[src/rtl/aes_cpa_pkg.sv]
// Shared types and defaults for the AES CPA trace-acquisition sequencer.
package aes_cpa_pkg;

    localparam int TIMER_W         = 16;
    localparam int AES_LATENCY_DEF = 11;
    localparam int GAP_CYCLES_DEF  = 16;
    localparam int TRIG_LEN_DEF    = 4;

    typedef enum logic [2:0] {
        ST_IDLE,
        ST_LOAD,
        ST_RUN,
        ST_CAPTURE,
        ST_GAP,
        ST_DONE
    } cpa_state_e;

endpackage

[src/rtl/aes_cpa_sequencer_if.sv]
// Control/data bundle between the sequencer (master) and the AES core / host side (slave).
interface aes_cpa_sequencer_if #(
    parameter int CYPHER_SIZE = 128
);
    logic                   start;
    logic                   abort;
    logic [CYPHER_SIZE-1:0] cypher_in;
    logic                   aes_rst;
    logic                   aes_ena;
    logic [7:0]             pt_idx;
    logic                   trig;
    logic [CYPHER_SIZE-1:0] ct_q;
    logic                   ct_valid;
    logic                   busy;
    logic                   done;

    modport master (
        input  start, abort, cypher_in,
        output aes_rst, aes_ena, pt_idx, trig, ct_q, ct_valid, busy, done
    );

    modport slave (
        output start, abort, cypher_in,
        input  aes_rst, aes_ena, pt_idx, trig, ct_q, ct_valid, busy, done
    );
endinterface

[src/rtl/aes_cpa_sequencer_timer.sv]
// cpa_cycle_timer: loadable 16-bit down-counter that stops at zero; times both RUN and GAP.
module cpa_cycle_timer
    import aes_cpa_pkg::*;
(
    input  logic               clk,
    input  logic               rst,
    input  logic               load_i,
    input  logic [TIMER_W-1:0] load_val_i,
    output logic [TIMER_W-1:0] cnt_o,
    output logic               zero_o
);

    logic [TIMER_W-1:0] cnt_q;

    // Load has priority; otherwise count down and park at zero.
    always_ff @(posedge clk) begin
        if (!rst) begin
            cnt_q <= '0;
        end else if (load_i) begin
            cnt_q <= load_val_i;
        end else if (cnt_q != '0) begin
            cnt_q <= cnt_q - TIMER_W'(1);
        end
    end

    assign cnt_o  = cnt_q;
    assign zero_o = (cnt_q == '0);

endmodule

[src/rtl/aes_cpa_sequencer.sv]
// AES CPA campaign sequencer: steps the AES core through NUM_TRACES encryptions,
// fires a scope trigger at the start of each and captures every ciphertext.
// Build option: define CPA_FREERUN_EN to wrap to index 0 at the end of a campaign
// and keep running until abort (done never asserts).
//
// state   | meaning
// IDLE    | waiting for start
// LOAD    | core held in reset, table index presented
// RUN     | core enabled for AES_LATENCY cycles, trigger in the first TRIG_LEN
// CAPTURE | ciphertext sampled into ct_q
// GAP     | idle spacing of GAP_CYCLES between encryptions
// DONE    | campaign finished, results held
module aes_cpa_sequencer
    import aes_cpa_pkg::*;
#(
    parameter int CYPHER_SIZE = 128,
    parameter int AES_LATENCY = AES_LATENCY_DEF,
    parameter int NUM_TRACES  = 256,
    parameter int GAP_CYCLES  = GAP_CYCLES_DEF,
    parameter int TRIG_LEN    = TRIG_LEN_DEF
) (
    input  logic                clk,
    input  logic                rst,
    aes_cpa_sequencer_if.master bus
);

    localparam logic [TIMER_W-1:0] RUN_LOAD = TIMER_W'(AES_LATENCY - 1);
    localparam logic [TIMER_W-1:0] GAP_LOAD = TIMER_W'(GAP_CYCLES - 1);
    // Timer counts AES_LATENCY-1 down to 0 in RUN; the first TRIG_LEN cycles sit at or above this.
    localparam logic [TIMER_W-1:0] TRIG_THR = TIMER_W'(AES_LATENCY - TRIG_LEN);
    localparam logic [7:0]         LAST_IDX = 8'(NUM_TRACES - 1);

    cpa_state_e             state_q, state_d;
    logic [7:0]             pt_idx_q, pt_idx_d;
    logic [CYPHER_SIZE-1:0] ct_q_q;
    logic                   ct_valid_q;
    logic                   capture;
    logic                   tmr_load;
    logic [TIMER_W-1:0]     tmr_val;
    logic [TIMER_W-1:0]     tmr_cnt;
    logic                   tmr_zero;

    cpa_cycle_timer u_timer (
        .clk       (clk),
        .rst       (rst),
        .load_i    (tmr_load),
        .load_val_i(tmr_val),
        .cnt_o     (tmr_cnt),
        .zero_o    (tmr_zero)
    );

    // State, index and capture registers.
    always_ff @(posedge clk) begin
        if (!rst) begin
            state_q    <= ST_IDLE;
            pt_idx_q   <= '0;
            ct_q_q     <= '0;
            ct_valid_q <= 1'b0;
        end else begin
            state_q    <= state_d;
            pt_idx_q   <= pt_idx_d;
            ct_valid_q <= capture;
            if (capture) begin
                ct_q_q <= bus.cypher_in;
            end
        end
    end

    // Next-state, index update and timer control; abort overrides everything.
    always_comb begin
        state_d  = state_q;
        pt_idx_d = pt_idx_q;
        tmr_load = 1'b0;
        tmr_val  = RUN_LOAD;
        capture  = 1'b0;
        case (state_q)
            ST_IDLE, ST_DONE: begin
                if (bus.start) begin
                    state_d  = ST_LOAD;
                    pt_idx_d = '0;
                end
            end
            ST_LOAD: begin
                state_d  = ST_RUN;
                tmr_load = 1'b1;
                tmr_val  = RUN_LOAD;
            end
            ST_RUN: begin
                if (tmr_zero) begin
                    state_d = ST_CAPTURE;
                end
            end
            ST_CAPTURE: begin
                state_d  = ST_GAP;
                tmr_load = 1'b1;
                tmr_val  = GAP_LOAD;
                capture  = 1'b1;
            end
            ST_GAP: begin
                if (tmr_zero) begin
                    if (pt_idx_q == LAST_IDX) begin
`ifdef CPA_FREERUN_EN
                        state_d  = ST_LOAD;
                        pt_idx_d = '0;
`else
                        state_d  = ST_DONE;
`endif
                    end else begin
                        state_d  = ST_LOAD;
                        pt_idx_d = pt_idx_q + 8'd1;
                    end
                end
            end
            default: state_d = ST_IDLE;
        endcase
        if (bus.abort) begin
            state_d  = ST_IDLE;
            pt_idx_d = pt_idx_q;
            tmr_load = 1'b0;
            capture  = 1'b0;
        end
    end

    assign bus.aes_rst  = !((state_q == ST_RUN) || (state_q == ST_CAPTURE));
    assign bus.aes_ena  = (state_q == ST_RUN) && !bus.abort;
    assign bus.trig     = (state_q == ST_RUN) && (tmr_cnt >= TRIG_THR) && !bus.abort;
    assign bus.pt_idx   = pt_idx_q;
    assign bus.ct_q     = ct_q_q;
    assign bus.ct_valid = ct_valid_q;
    assign bus.busy     = (state_q != ST_IDLE) && (state_q != ST_DONE);
    assign bus.done     = (state_q == ST_DONE);

endmodule
[src/flat_wrapper.sv]
// flat-port wrapper written by rule: the top's interface ports become plain ports
module aes_cpa_sequencer_flat import aes_cpa_pkg::*;
#(
    parameter int CYPHER_SIZE = 128,
    parameter int AES_LATENCY = AES_LATENCY_DEF,
    parameter int NUM_TRACES  = 256,
    parameter int GAP_CYCLES  = GAP_CYCLES_DEF,
    parameter int TRIG_LEN    = TRIG_LEN_DEF
)
  (clk, rst, bus_start, bus_abort, bus_cypher_in, bus_aes_rst, bus_aes_ena, bus_pt_idx, bus_trig, bus_ct_q, bus_ct_valid, bus_busy, bus_done);
  aes_cpa_sequencer_if #(.CYPHER_SIZE(CYPHER_SIZE)) bus_i ();
  input  logic clk;
  input  logic rst;
  input wire logic [$bits(bus_i.start)-1:0] bus_start;
  input wire logic [$bits(bus_i.abort)-1:0] bus_abort;
  input wire logic [$bits(bus_i.cypher_in)-1:0] bus_cypher_in;
  output wire logic [$bits(bus_i.aes_rst)-1:0] bus_aes_rst;
  output wire logic [$bits(bus_i.aes_ena)-1:0] bus_aes_ena;
  output wire logic [$bits(bus_i.pt_idx)-1:0] bus_pt_idx;
  output wire logic [$bits(bus_i.trig)-1:0] bus_trig;
  output wire logic [$bits(bus_i.ct_q)-1:0] bus_ct_q;
  output wire logic [$bits(bus_i.ct_valid)-1:0] bus_ct_valid;
  output wire logic [$bits(bus_i.busy)-1:0] bus_busy;
  output wire logic [$bits(bus_i.done)-1:0] bus_done;
  assign bus_i.start = bus_start;
  assign bus_i.abort = bus_abort;
  assign bus_i.cypher_in = bus_cypher_in;
  assign bus_aes_rst = bus_i.aes_rst;
  assign bus_aes_ena = bus_i.aes_ena;
  assign bus_pt_idx = bus_i.pt_idx;
  assign bus_trig = bus_i.trig;
  assign bus_ct_q = bus_i.ct_q;
  assign bus_ct_valid = bus_i.ct_valid;
  assign bus_busy = bus_i.busy;
  assign bus_done = bus_i.done;
  aes_cpa_sequencer #(.CYPHER_SIZE(CYPHER_SIZE), .AES_LATENCY(AES_LATENCY), .NUM_TRACES(NUM_TRACES), .GAP_CYCLES(GAP_CYCLES), .TRIG_LEN(TRIG_LEN)) u_core (.clk(clk), .rst(rst), .bus(bus_i));
endmodule
[config.mk]
export PLATFORM = sky130hd
export DESIGN_NAME = aes_cpa_sequencer_flat
export DESIGN_NICKNAME = d
export VERILOG_FILES = /design/src/rtl/aes_cpa_pkg.sv /design/src/rtl/aes_cpa_sequencer_if.sv /design/src/rtl/aes_cpa_sequencer_timer.sv /design/src/rtl/aes_cpa_sequencer.sv /design/src/flat_wrapper.sv
export SDC_FILE = /design/constraint.sdc
export NUM_CORES = 1
export LEC_CHECK = 0
export CORE_MARGIN = 1
export CORE_UTILIZATION = 42
export DETAILED_ROUTE_END_ITERATION = 7
export PLACE_DENSITY = 0.81
export SLEW_MARGIN = 30
export SYNTH_ARGS = -nofsm -noshare
export SYNTH_HDL_FRONTEND = slang
export SYNTH_HIERARCHICAL = 1
export SYNTH_SLANG_ARGS = --single-unit
[constraint.sdc]
create_clock -name clk -period 3.3 [get_ports clk]
set_input_delay 0.33 -clock clk [delete_from_list [all_inputs] [get_ports clk]]
set_output_delay 0.33 -clock clk [all_outputs]
set_load 0.02 [all_outputs]
==> results of run 1 <==
==> state kept, by name (all words and copies together), names as in the netlist <==
signal,flops
u_core/bus.ct_q,128
u_core/bus.ct_valid,1
u_core/bus.pt_idx,8
u_core/state_q,3
u_core/u_timer/cnt_o,16
==> cells in the mapped netlist (3+ instances only) <==
library cell,number,area share (%)
nor4_1,5,0.51
or4_1,6,0.74
o31ai_1,6,0.74
a31oi_1,4,0.41
o21ai_0,13,1.1
nor3_1,12,0.98
a211oi_1,3,0.37
clkbuf_1,31,1.9
nand2_1,273,17
buf_2,19,1.6
xnor2_1,8,1.1
nor2_1,13,0.80
dfxtp_1,156,51
nand2b_1,5,0.51
buf_6,3,0.55
inv_1,5,0.31
a21boi_1,3,0.37
a21oi_1,135,11
o221ai_1,3,0.43
or3_1,3,0.31
nor3b_1,5,0.61
nand3_1,10,0.82
==> power by group <==
group          leakage, nW  switching (mW)  internal [mW]
Sequential            1.26           0.123           1.98
Clock                0.291           0.764           1.27
Combinational         1.68           0.480          0.465
Total                 3.23            1.37           3.71
==> routing by layer <==
metal	wire length (microns)	share of wire (%)
met4	480	2.7
met2	8597	48
met3	1319	7.4
met5	0	0
met1	7407	42
==> worst max-delay path, delay by kind of cell, from the launching register on <==
kind | cells | cell delay, ns
flip-flops | 1 | 0.34
multiplexers | 1 | 0.21
AND/OR/NAND/NOR | 4 | 1.87
adder cells (fa/ha/maj) | 1 | 0.18
buffers and inverters | 1 | 0.09
AO/OA/AOI/OAI | 2 | 0.34
==> cell families (layout without fill, tap and decap cells) <==
group                      after synthesis  in the layout  share of synthesized area [%]
muxes                                    1              1                         0.2457
DFF                                    156            156                          51.13
other                                    2             19                         0.1229
xor gates and xnor gates                10             10                          1.434
AOI/OAI and AO/OA                      186            186                          17.37
buffers and inverters                   63            322                          4.691
adders and majority gates                2              2                         0.4096
and+or+nand+nor                        350            350                          24.60
==> cell type report <==
| class | instances | area (sq um) | share of cell area [%] |
|---|---|---|---|
| clock buffer | 22 | 484.2 | 5.035 |
| timing repair buffer | 283 | 2845 | 29.59 |
| inverter | 8 | 32.53 | 0.3383 |
| tap | 180 | 225.2 | 2.342 |
| clock inverter | 9 | 133.9 | 1.392 |
| sequential | 156 | 3123 | 32.47 |
| multi-input combinational | 568 | 2773 | 28.83 |
==> cells in the final DEF, fill, tap and decap left out, types with 3 or more instances in the layout <==
cell,count
clkinvlp_4,4
nor4_1,5
o221ai_1,3
inv_1,5
nand3_1,10
buf_4,7
conb_1,19
or4_1,6
nor3b_1,5
clkbuf_16,17
clkbuf_8,4
dfxtp_1,156
o31ai_1,6
or3_1,3
nand2b_1,5
o21ai_0,13
nor2_1,12
a211oi_1,3
buf_12,3
xnor2_1,8
a31oi_1,4
nor3_1,12
clkdlybuf4s50_1,273
a21oi_1,135
bufinv_16,3
a21boi_1,3
nand2_1,273
==> worst max path at each step <==
stage                                  startpoint                    to  cells after the start  slack [ns]
after floorplan           u_core/u_timer/cnt_o[0]  u_core/bus.pt_idx[2]                     11        0.35
after global placement    u_core/u_timer/cnt_o[0]  u_core/bus.pt_idx[2]                      9        0.35
after detailed placement  u_core/u_timer/cnt_o[0]  u_core/bus.pt_idx[2]                      9        0.29
after global routing      u_core/u_timer/cnt_o[0]  u_core/bus.pt_idx[2]                      9        0.07
after CTS                 u_core/u_timer/cnt_o[0]  u_core/bus.pt_idx[2]                      9        0.23
final                     u_core/u_timer/cnt_o[0]  u_core/bus.pt_idx[2]                      9        0.20
==> per-stage QoR <==
stage	hold slack, ns	worst slack (ns)	cell area, sq um	cells	utilization, %
finish	0.4485	0.2023	9617	1226	68.48
global route	0.4489	0.06606	9617	1226	68.48
CTS	0.4370	0.2331	9617	1226	68.48
detailed placement	0.4459	0.2870	8999	1195	64.08
global placement	0.4402	0.3477	8999	1195	64.08
floorplan	0.4641	0.3500	6172	787	-
==> impl_metrics.py, run 1 <==
metrics = {
    "finish": {
        "nets": 1168,
        "drive_gt1_share_pct": 4.971,
        "antenna_cells": 0,
        "syn2layout_area_growth_pct": 57.44,
        "final.fill_count": 1125,
    },
    "synthesis": {
        "synth-edff-count": 0,
        "synthFlopType": "dfxtp_1",
        "ys_async_sr_fraction_pct": 0,
        "syn_avg_cell_area_sq_um": 7.933,
        "ys_seq_elements": 156,
        "seq_area_frac_synth_pct": 51.13,
        "syn_inst": 770,
        "syn_area_sq_um": 6108,
        "yosysWarnings": 6,
        "ys_types": 58,
    },
    "sta": {
        "worst_pin_slew_ns": 0.7087,
        "rsz0062_at_grt": "no",
        "finalCritPeriodShare_pct": 93.87,
        "fmax_mhz": 322.8,
        "hold_viol": 0,
        "fin_setup_tns_ns": 0,
        "skew_ns": 0.006440,
        "drv_slew": 0,
        "finalCriticalPeriod_ns": 3.098,
        "relSlewSlack_pct": 52.31,
        "final-setup-viol-count": 0,
    },
    "clock_network": {
        "htree_levels": 4,
        "cts.sinks": 156,
        "clock_path_buffers": 2,
        "cts.repair.resized": 0,
        "cts_buffers": 17,
        "cts_root_buf": "clkbuf_16",
        "cts_tree": "yes",
        "ctsHoldBuffers": 0,
        "path_clk_slew_ns": 0.06,
        "clock_latency_ns": 0.42,
        "post_cts_buffers": 0,
    },
    "grt": {
        "overflow": 0,
        "grt_use_met2_pct": 38.38,
        "grt_pass1_wl_microns": 27190,
        "grt_pass1_vias": 5449,
        "busiest_layer": "met2",
        "antenna_found_initial": 0,
        "grt_max_degree": 90,
        "grt.met3_usage_pct": 7.296,
        "track_usage_pct": 23.24,
        "grt_use_met1_pct": 27.72,
    },
    "floorplanning": {
        "die-width_microns": 122.6,
        "pin_count": 274,
        "start_util_pct": 43.50,
        "rows": 43,
        "core_region_area_sq_um": 14040,
        "die_y_microns": 122.6,
        "die_area_sq_um": 15030,
    },
    "power_and_ir_drop": {
        "p_leak_nw": 3.230,
        "powerDensity_nw_per_um2": 528.2,
        "peakVddDrop_v": 0.0006025,
        "finalPower_mw": 5.079,
    },
    "critical_path": {
        "crit_slowest_cell": "or4_4",
        "reg2reg_from": "u_core/u_timer/cnt_o[0]",
        "worstPathCellList": "inv_1 -> ha_1 -> or3b_1 -> or4_4 -> nor2_1 -> mux2_4 -> a32oi_2 -> or4_1 -> a21oi_1",
        "cp.required_ns": 3.66,
        "ff2ff_setup_slack_ns": 0.20,
        "r2r-end": "u_core/bus.pt_idx[2]",
        "path_class": "flip-flop to flip-flop",
        "cp-start-kind": "flip-flop",
        "r2r_cells": 9,
        "cp-end-kind": "flip-flop",
        "cp.arrival_ns": 3.45,
        "cpPeakStageDelay_ns": 0.66,
        "cp_max_fo": 15,
    },
    "route": {
        "avgRoutedWirePerCell_microns": 14.52,
        "drc_errors": 0,
        "routed_wl_microns": 17800,
        "vias": 6095,
        "firstDrtPassIters": 7,
        "ant_nets": 0,
        "vias_per_cell": 4.971,
        "dr.first_iter.drc_count": 462,
    },
    "min_path": {
        "hold_start": "bus_cypher_in[64]",
        "min_to": "u_core/bus.ct_q[64]",
        "whs_path_depth": 3,
        "hp-class": "primary input to flip-flop",
    },
    "place": {
        "gp_congestion": 0.8318,
        "hpwl_microns": 12280,
        "io_buffers": 273,
    },
    "job": {
        "drv_cap": 0,
    },
    "run_status": {
        "status": "finished clean",
    },
}
Note: power is estimated with default switching activity, not from simulation.
==> run 2: changes to the inputs <==
PLACE_DENSITY = unset   (was 0.81)
PLACE_DENSITY_LB_ADDON = 0.25   (was unset)
SLEW_MARGIN = 15   (was 30)
==> impl_metrics.py, run 2 (same netlist as run 1, synthesis figures left out) <==
metrics = {
    "place": {
        "gp_congestion": 0.8785,
        "io_buffers": 273,
        "hpwl_microns": 12510,
    },
    "floorplanning": {
        "start_util_pct": 43.50,
        "die_y_microns": 122.6,
        "rows": 43,
        "pin_count": 274,
        "core_region_area_sq_um": 14040,
        "die_area_sq_um": 15030,
        "die-width_microns": 122.6,
    },
    "sta": {
        "drv_slew": 0,
        "hold_viol": 0,
        "rsz0062_at_grt": "no",
        "fmax_mhz": 339.6,
        "final-setup-viol-count": 0,
        "finalCritPeriodShare_pct": 89.22,
        "worst_pin_slew_ns": 0.7172,
        "relSlewSlack_pct": 52.04,
        "finalCriticalPeriod_ns": 2.944,
        "skew_ns": 0.006213,
        "fin_setup_tns_ns": 0,
    },
    "clock_network": {
        "htree_levels": 4,
        "path_clk_slew_ns": 0.06,
        "ctsHoldBuffers": 0,
        "clock_latency_ns": 0.42,
        "post_cts_buffers": 0,
        "cts_root_buf": "clkbuf_16",
        "cts_buffers": 17,
        "cts_tree": "yes",
        "cts.repair.resized": 0,
        "cts.sinks": 156,
        "clock_path_buffers": 2,
    },
    "power_and_ir_drop": {
        "p_leak_nw": 3.193,
        "powerDensity_nw_per_um2": 516.4,
        "peakVddDrop_v": 0.0006044,
    },
    "min_path": {
        "min_to": "u_core/bus.ct_q[65]",
        "hp-class": "flip-flop to flip-flop",
        "hold_start": "u_core/bus.ct_q[65]",
        "whs_path_depth": 2,
    },
    "critical_path": {
        "r2r-end": "u_core/bus.pt_idx[2]",
        "r2r_cells": 9,
        "cp-end-kind": "flip-flop",
        "crit_start": "u_core/u_timer/cnt_o[1]",
        "cpPeakStageDelay_ns": 0.58,
        "path_class": "flip-flop to flip-flop",
        "crit_family": "simple AND/OR/NAND/NOR gates",
        "ff2ff_setup_slack_ns": 0.36,
        "cp_max_fo": 9,
        "worstPathCellList": "inv_1 -> ha_1 -> or3b_1 -> or4_4 -> nor2_1 -> mux2_4 -> a32oi_2 -> or4_1 -> a21oi_1",
        "cp.arrival_ns": 3.29,
        "cp.required_ns": 3.65,
        "critical_path_buf_inv_count": 1,
        "cp-start-kind": "flip-flop",
        "crit_slowest_cell": "or4_1",
        "reg2reg_from": "u_core/u_timer/cnt_o[1]",
    },
    "route": {
        "avgRoutedWirePerCell_microns": 14.88,
        "ant_nets": 0,
        "dr.first_iter.drc_count": 378,
        "vias_per_cell": 4.975,
        "drc_errors": 0,
        "firstDrtPassIters": 5,
        "routed_wl_microns": 18200,
        "vias": 6084,
    },
    "grt": {
        "antenna_found_initial": 0,
        "grt_use_met2_pct": 39.85,
        "grt_pass1_wl_microns": 27150,
        "grt_max_degree": 137,
        "grt.met3_usage_pct": 7.296,
        "track_usage_pct": 23.54,
        "busiest_layer": "met2",
        "grt_use_met1_pct": 27.32,
        "grt_pass1_vias": 5285,
        "overflow": 0,
    },
    "finish": {
        "drive_gt1_share_pct": 4.219,
        "final.fill_count": 1167,
        "nets": 1165,
        "final_cell_mix": "273 x clkdlybuf4s50_1, 273 x nand2_1, 156 x dfxtp_1",
        "antenna_cells": 0,
        "largest_register_ffs": 128,
        "syn2layout_area_growth_pct": 56.37,
        "fin_util_pct": 68.02,
    },
    "run_status": {
        "status": "finished clean",
    },
    "job": {
        "drv_cap": 0,
    },
}
[run 2: cell types whose count changed in the layout (fill, tap and decap cells not counted)]
cell,previous run,this run
buf_12,3,4
buf_4,7,3
bufinv_16,3,2
clkbuf_1,1,6
clkbuf_8,4,2
clkinvlp_4,4,3
inv_6,1,0
[run 2: per-layer routing]
metal	wire length, microns	vias up
li1	-	3098
met1	7389	2770
met2	9104	193
met3	1287	23
met4	418	0
met5	0	-
[run 2: area by class of cell]
type	count	area [sq um]	area share, %
Sequential cell	156	3123	32.70
Timing Repair Buffer	280	2835	29.68
Multi-Input combinational cell	568	2773	29.03
Clock buffer	25	475.5	4.978
Tap cell	180	225.2	2.358
Clock inverter	6	87.58	0.9170
Inverter	8	32.53	0.3406
[run 2: worst max-delay path by stage]
stage	endpoint	slack, ns	depth (start not counted)
after global routing	u_core/bus.pt_idx[2]	0.20	9
after floorplan	u_core/bus.pt_idx[2]	0.35	11
after detailed placement	u_core/bus.pt_idx[2]	0.38	9
final	u_core/bus.pt_idx[2]	0.36	9
after global placement	u_core/bus.pt_idx[2]	0.43	9
after CTS	u_core/bus.pt_idx[2]	0.35	9
[run 2: tightest hold or removal path, cell delays in order (launching register included)]
cell and delay, ns:
dfxtp_1 0.30, nand2_1 0.05, a21oi_1 0.05
[run 2: metrics by stage]
stage / instance area (sq um) / total power, mW / std cells / hold slack (ns) / setup slack (ns)
global route: 9552 / 5.160 / 1223 / 0.4461 / 0.2020
CTS: 9552 / 4.960 / 1223 / 0.4334 / 0.3544
detailed placement: 8989 / 3.059 / 1192 / 0.4453 / 0.3831
floorplan: 6172 / 2.772 / 787 / 0.4641 / 0.3500
global placement: 8989 / 3.053 / 1192 / 0.4411 / 0.4316
finish: 9552 / 4.932 / 1223 / 0.4506 / 0.3556
[run 2: report_power, final]
| group | internal [mW] | total (mW) | switching [mW] |
|---|---|---|---|
| clock network | 1.15 | 1.89 | 0.739 |
| logic | 0.471 | 0.945 | 0.474 |
| registers | 1.98 | 2.10 | 0.120 |
==> run 3: changes to the inputs <==
--- a/config.mk
+++ b/config.mk
@@ -6,7 +6,9 @@
 export NUM_CORES = 1
 export LEC_CHECK = 0
+export CORE_ASPECT_RATIO = 0.75
 export CORE_MARGIN = 1
 export CORE_UTILIZATION = 42
 export DETAILED_ROUTE_END_ITERATION = 7
+export GPL_ROUTABILITY_DRIVEN = 0
 export PLACE_DENSITY_LB_ADDON = 0.25
 export SLEW_MARGIN = 15
==> constraint.sdc (replaced) <==
create_clock -name clk -period 3.3 [get_ports clk]
set_input_delay 0.66 -clock clk [delete_from_list [all_inputs] [get_ports clk]]
set_output_delay 0.66 -clock clk [all_outputs]
set_load 0.02 [all_outputs]
==> impl_metrics.py, run 3 (same netlist as run 1, synthesis figures left out) <==
metrics = {
    "route": {
        "vias": 6119,
        "avgRoutedWirePerCell_microns": 14.80,
        "routed_wl_microns": 18510,
        "firstDrtPassIters": 5,
        "vias_per_cell": 4.891,
        "dr.first_iter.drc_count": 376,
        "ant_nets": 0,
        "drc_errors": 0,
    },
    "clock_network": {
        "ctsHoldBuffers": 0,
        "cts_buffers": 17,
        "htree_levels": 4,
        "cts_tree": "yes",
        "path_clk_slew_ns": 0.07,
        "post_cts_buffers": 0,
        "clock_path_buffers": 2,
        "cts.repair.resized": 0,
        "cts.sinks": 156,
        "clock_latency_ns": 0.41,
        "cts_root_buf": "clkbuf_16",
    },
    "grt": {
        "track_usage_pct": 24.68,
        "grt_pass1_vias": 5637,
        "grt_pass1_wl_microns": 29120,
        "grt_max_degree": 66,
        "antenna_found_initial": 0,
        "overflow": 0,
    },
    "floorplanning": {
        "die_area_sq_um": 15040,
        "die_y_microns": 106.4,
        "start_util_pct": 43.84,
        "rows": 37,
        "core_region_area_sq_um": 13930,
        "pin_count": 274,
        "die-width_microns": 141.3,
    },
    "finish": {
        "largest_register_ffs": 128,
        "final_cell_mix": "273 x clkdlybuf4s50_1, 273 x nand2_1, 156 x dfxtp_1",
        "syn2layout_area_growth_pct": 59.32,
        "nets": 1177,
        "antenna_cells": 0,
        "fin_util_pct": 69.84,
        "drive_gt1_share_pct": 5.966,
        "fin_area_sq_um": 9732,
    },
    "sta": {
        "final-setup-viol-count": 0,
        "finalCritPeriodShare_pct": 95.01,
        "relSlewSlack_pct": 54.25,
        "hold_viol": 0,
        "drv_slew": 0,
        "skew_ns": 0.008773,
        "fmax_mhz": 319.0,
        "setup_ws_ns": 0.1647,
        "worst_pin_slew_ns": 0.6800,
        "finalCriticalPeriod_ns": 3.135,
        "fin_setup_tns_ns": 0,
        "rsz0062_at_grt": "no",
    },
    "place": {
        "placed_area_sq_um": 9110,
        "place_ws_ns": 0.2748,
        "hpwl_microns": 13030,
        "io_buffers": 273,
    },
    "critical_path": {
        "critical_path_buf_inv_count": 1,
        "cp-start-kind": "flip-flop",
        "cp.arrival_ns": 2.48,
        "cp.required_ns": 2.64,
        "worstPathCellList": "nand2b_1 -> nor3_1 -> o41a_1 -> clkdlybuf4s50_1",
        "cpPeakStageDelay_ns": 0.61,
        "crit_family": "simple AND/OR/NAND/NOR gates",
        "cp_max_fo": 13,
        "cp-end-kind": "output pin",
        "path_class": "flip-flop to output pin",
        "crit_slowest_cell": "clkdlybuf4s50_1",
    },
    "power_and_ir_drop": {
        "peakVddDrop_v": 0.0004057,
        "p_leak_nw": 3.305,
        "powerDensity_nw_per_um2": 524.3,
    },
    "min_path": {
        "hp-class": "flip-flop to flip-flop",
    },
    "run_status": {
        "status": "finished clean",
    },
    "job": {
        "drv_cap": 0,
    },
}
-- run 3: worst reg2reg max path, cell delays in order, from the launching register on --
cell     delay (ns)
dfxtp_1        0.34
inv_1          0.09
ha_1           0.20
or3b_1         0.44
or4_4          0.65
nor2_1         0.18
mux2_4         0.20
a32oi_2        0.21
or4_1          0.58
a21oi_1        0.14
-- run 3: report_power, final --
part | switching, mW | internal, mW | leakage, nW
registers | 0.123 | 1.98 | 1.26
clock network | 0.863 | 1.19 | 0.309
logic | 0.479 | 0.465 | 1.74
total | 1.46 | 3.64 | 3.30
-- run 3: per-layer routing --
layer | up-vias | global-route usage, % | share of wire (%)
li1 | 3117 | - | -
met4 | 0 | 9.938 | 2.2
met1 | 2750 | 30.58 | 43
met2 | 224 | 40.66 | 47
met5 | - | 0 | 0
met3 | 28 | 6.622 | 7.0
-- run 3: layout make-up --
type / count / area, sq um
Clock buffer: 19 / 452.9
Fill cell: 1169 / 4203
Timing Repair Buffer: 292 / 2938
Sequential cell: 156 / 3123
Tap cell: 195 / 244.0
Multi-Input combinational cell: 568 / 2773
Inverter: 8 / 32.53
Clock inverter: 13 / 168.9
-- run 3: per-stage QoR --
stage	std cells	hold WS (ns)	total power, mW
CTS	1251	0.4547	5.129
detailed placement	1219	0.4453	3.062
global route	1251	0.4687	5.338
finish	1251	0.4512	5.102
floorplan	787	0.4820	2.772
global placement	1219	0.4412	3.055
-- run 3: path summary, 6_finish.rpt --
path                                             end  slack, ns  cells after the start               startpoint
worst min-delay path             u_core/bus.ct_q[45]       0.45                      2      u_core/bus.ct_q[45]
worst max-delay path                        bus_trig       0.16                      4        u_core/state_q[1]
worst max register to register  u_core/bus.pt_idx[2]       0.21                      9  u_core/u_timer/cnt_o[0]
worst min register to register   u_core/bus.ct_q[45]       0.45                      2      u_core/bus.ct_q[45]
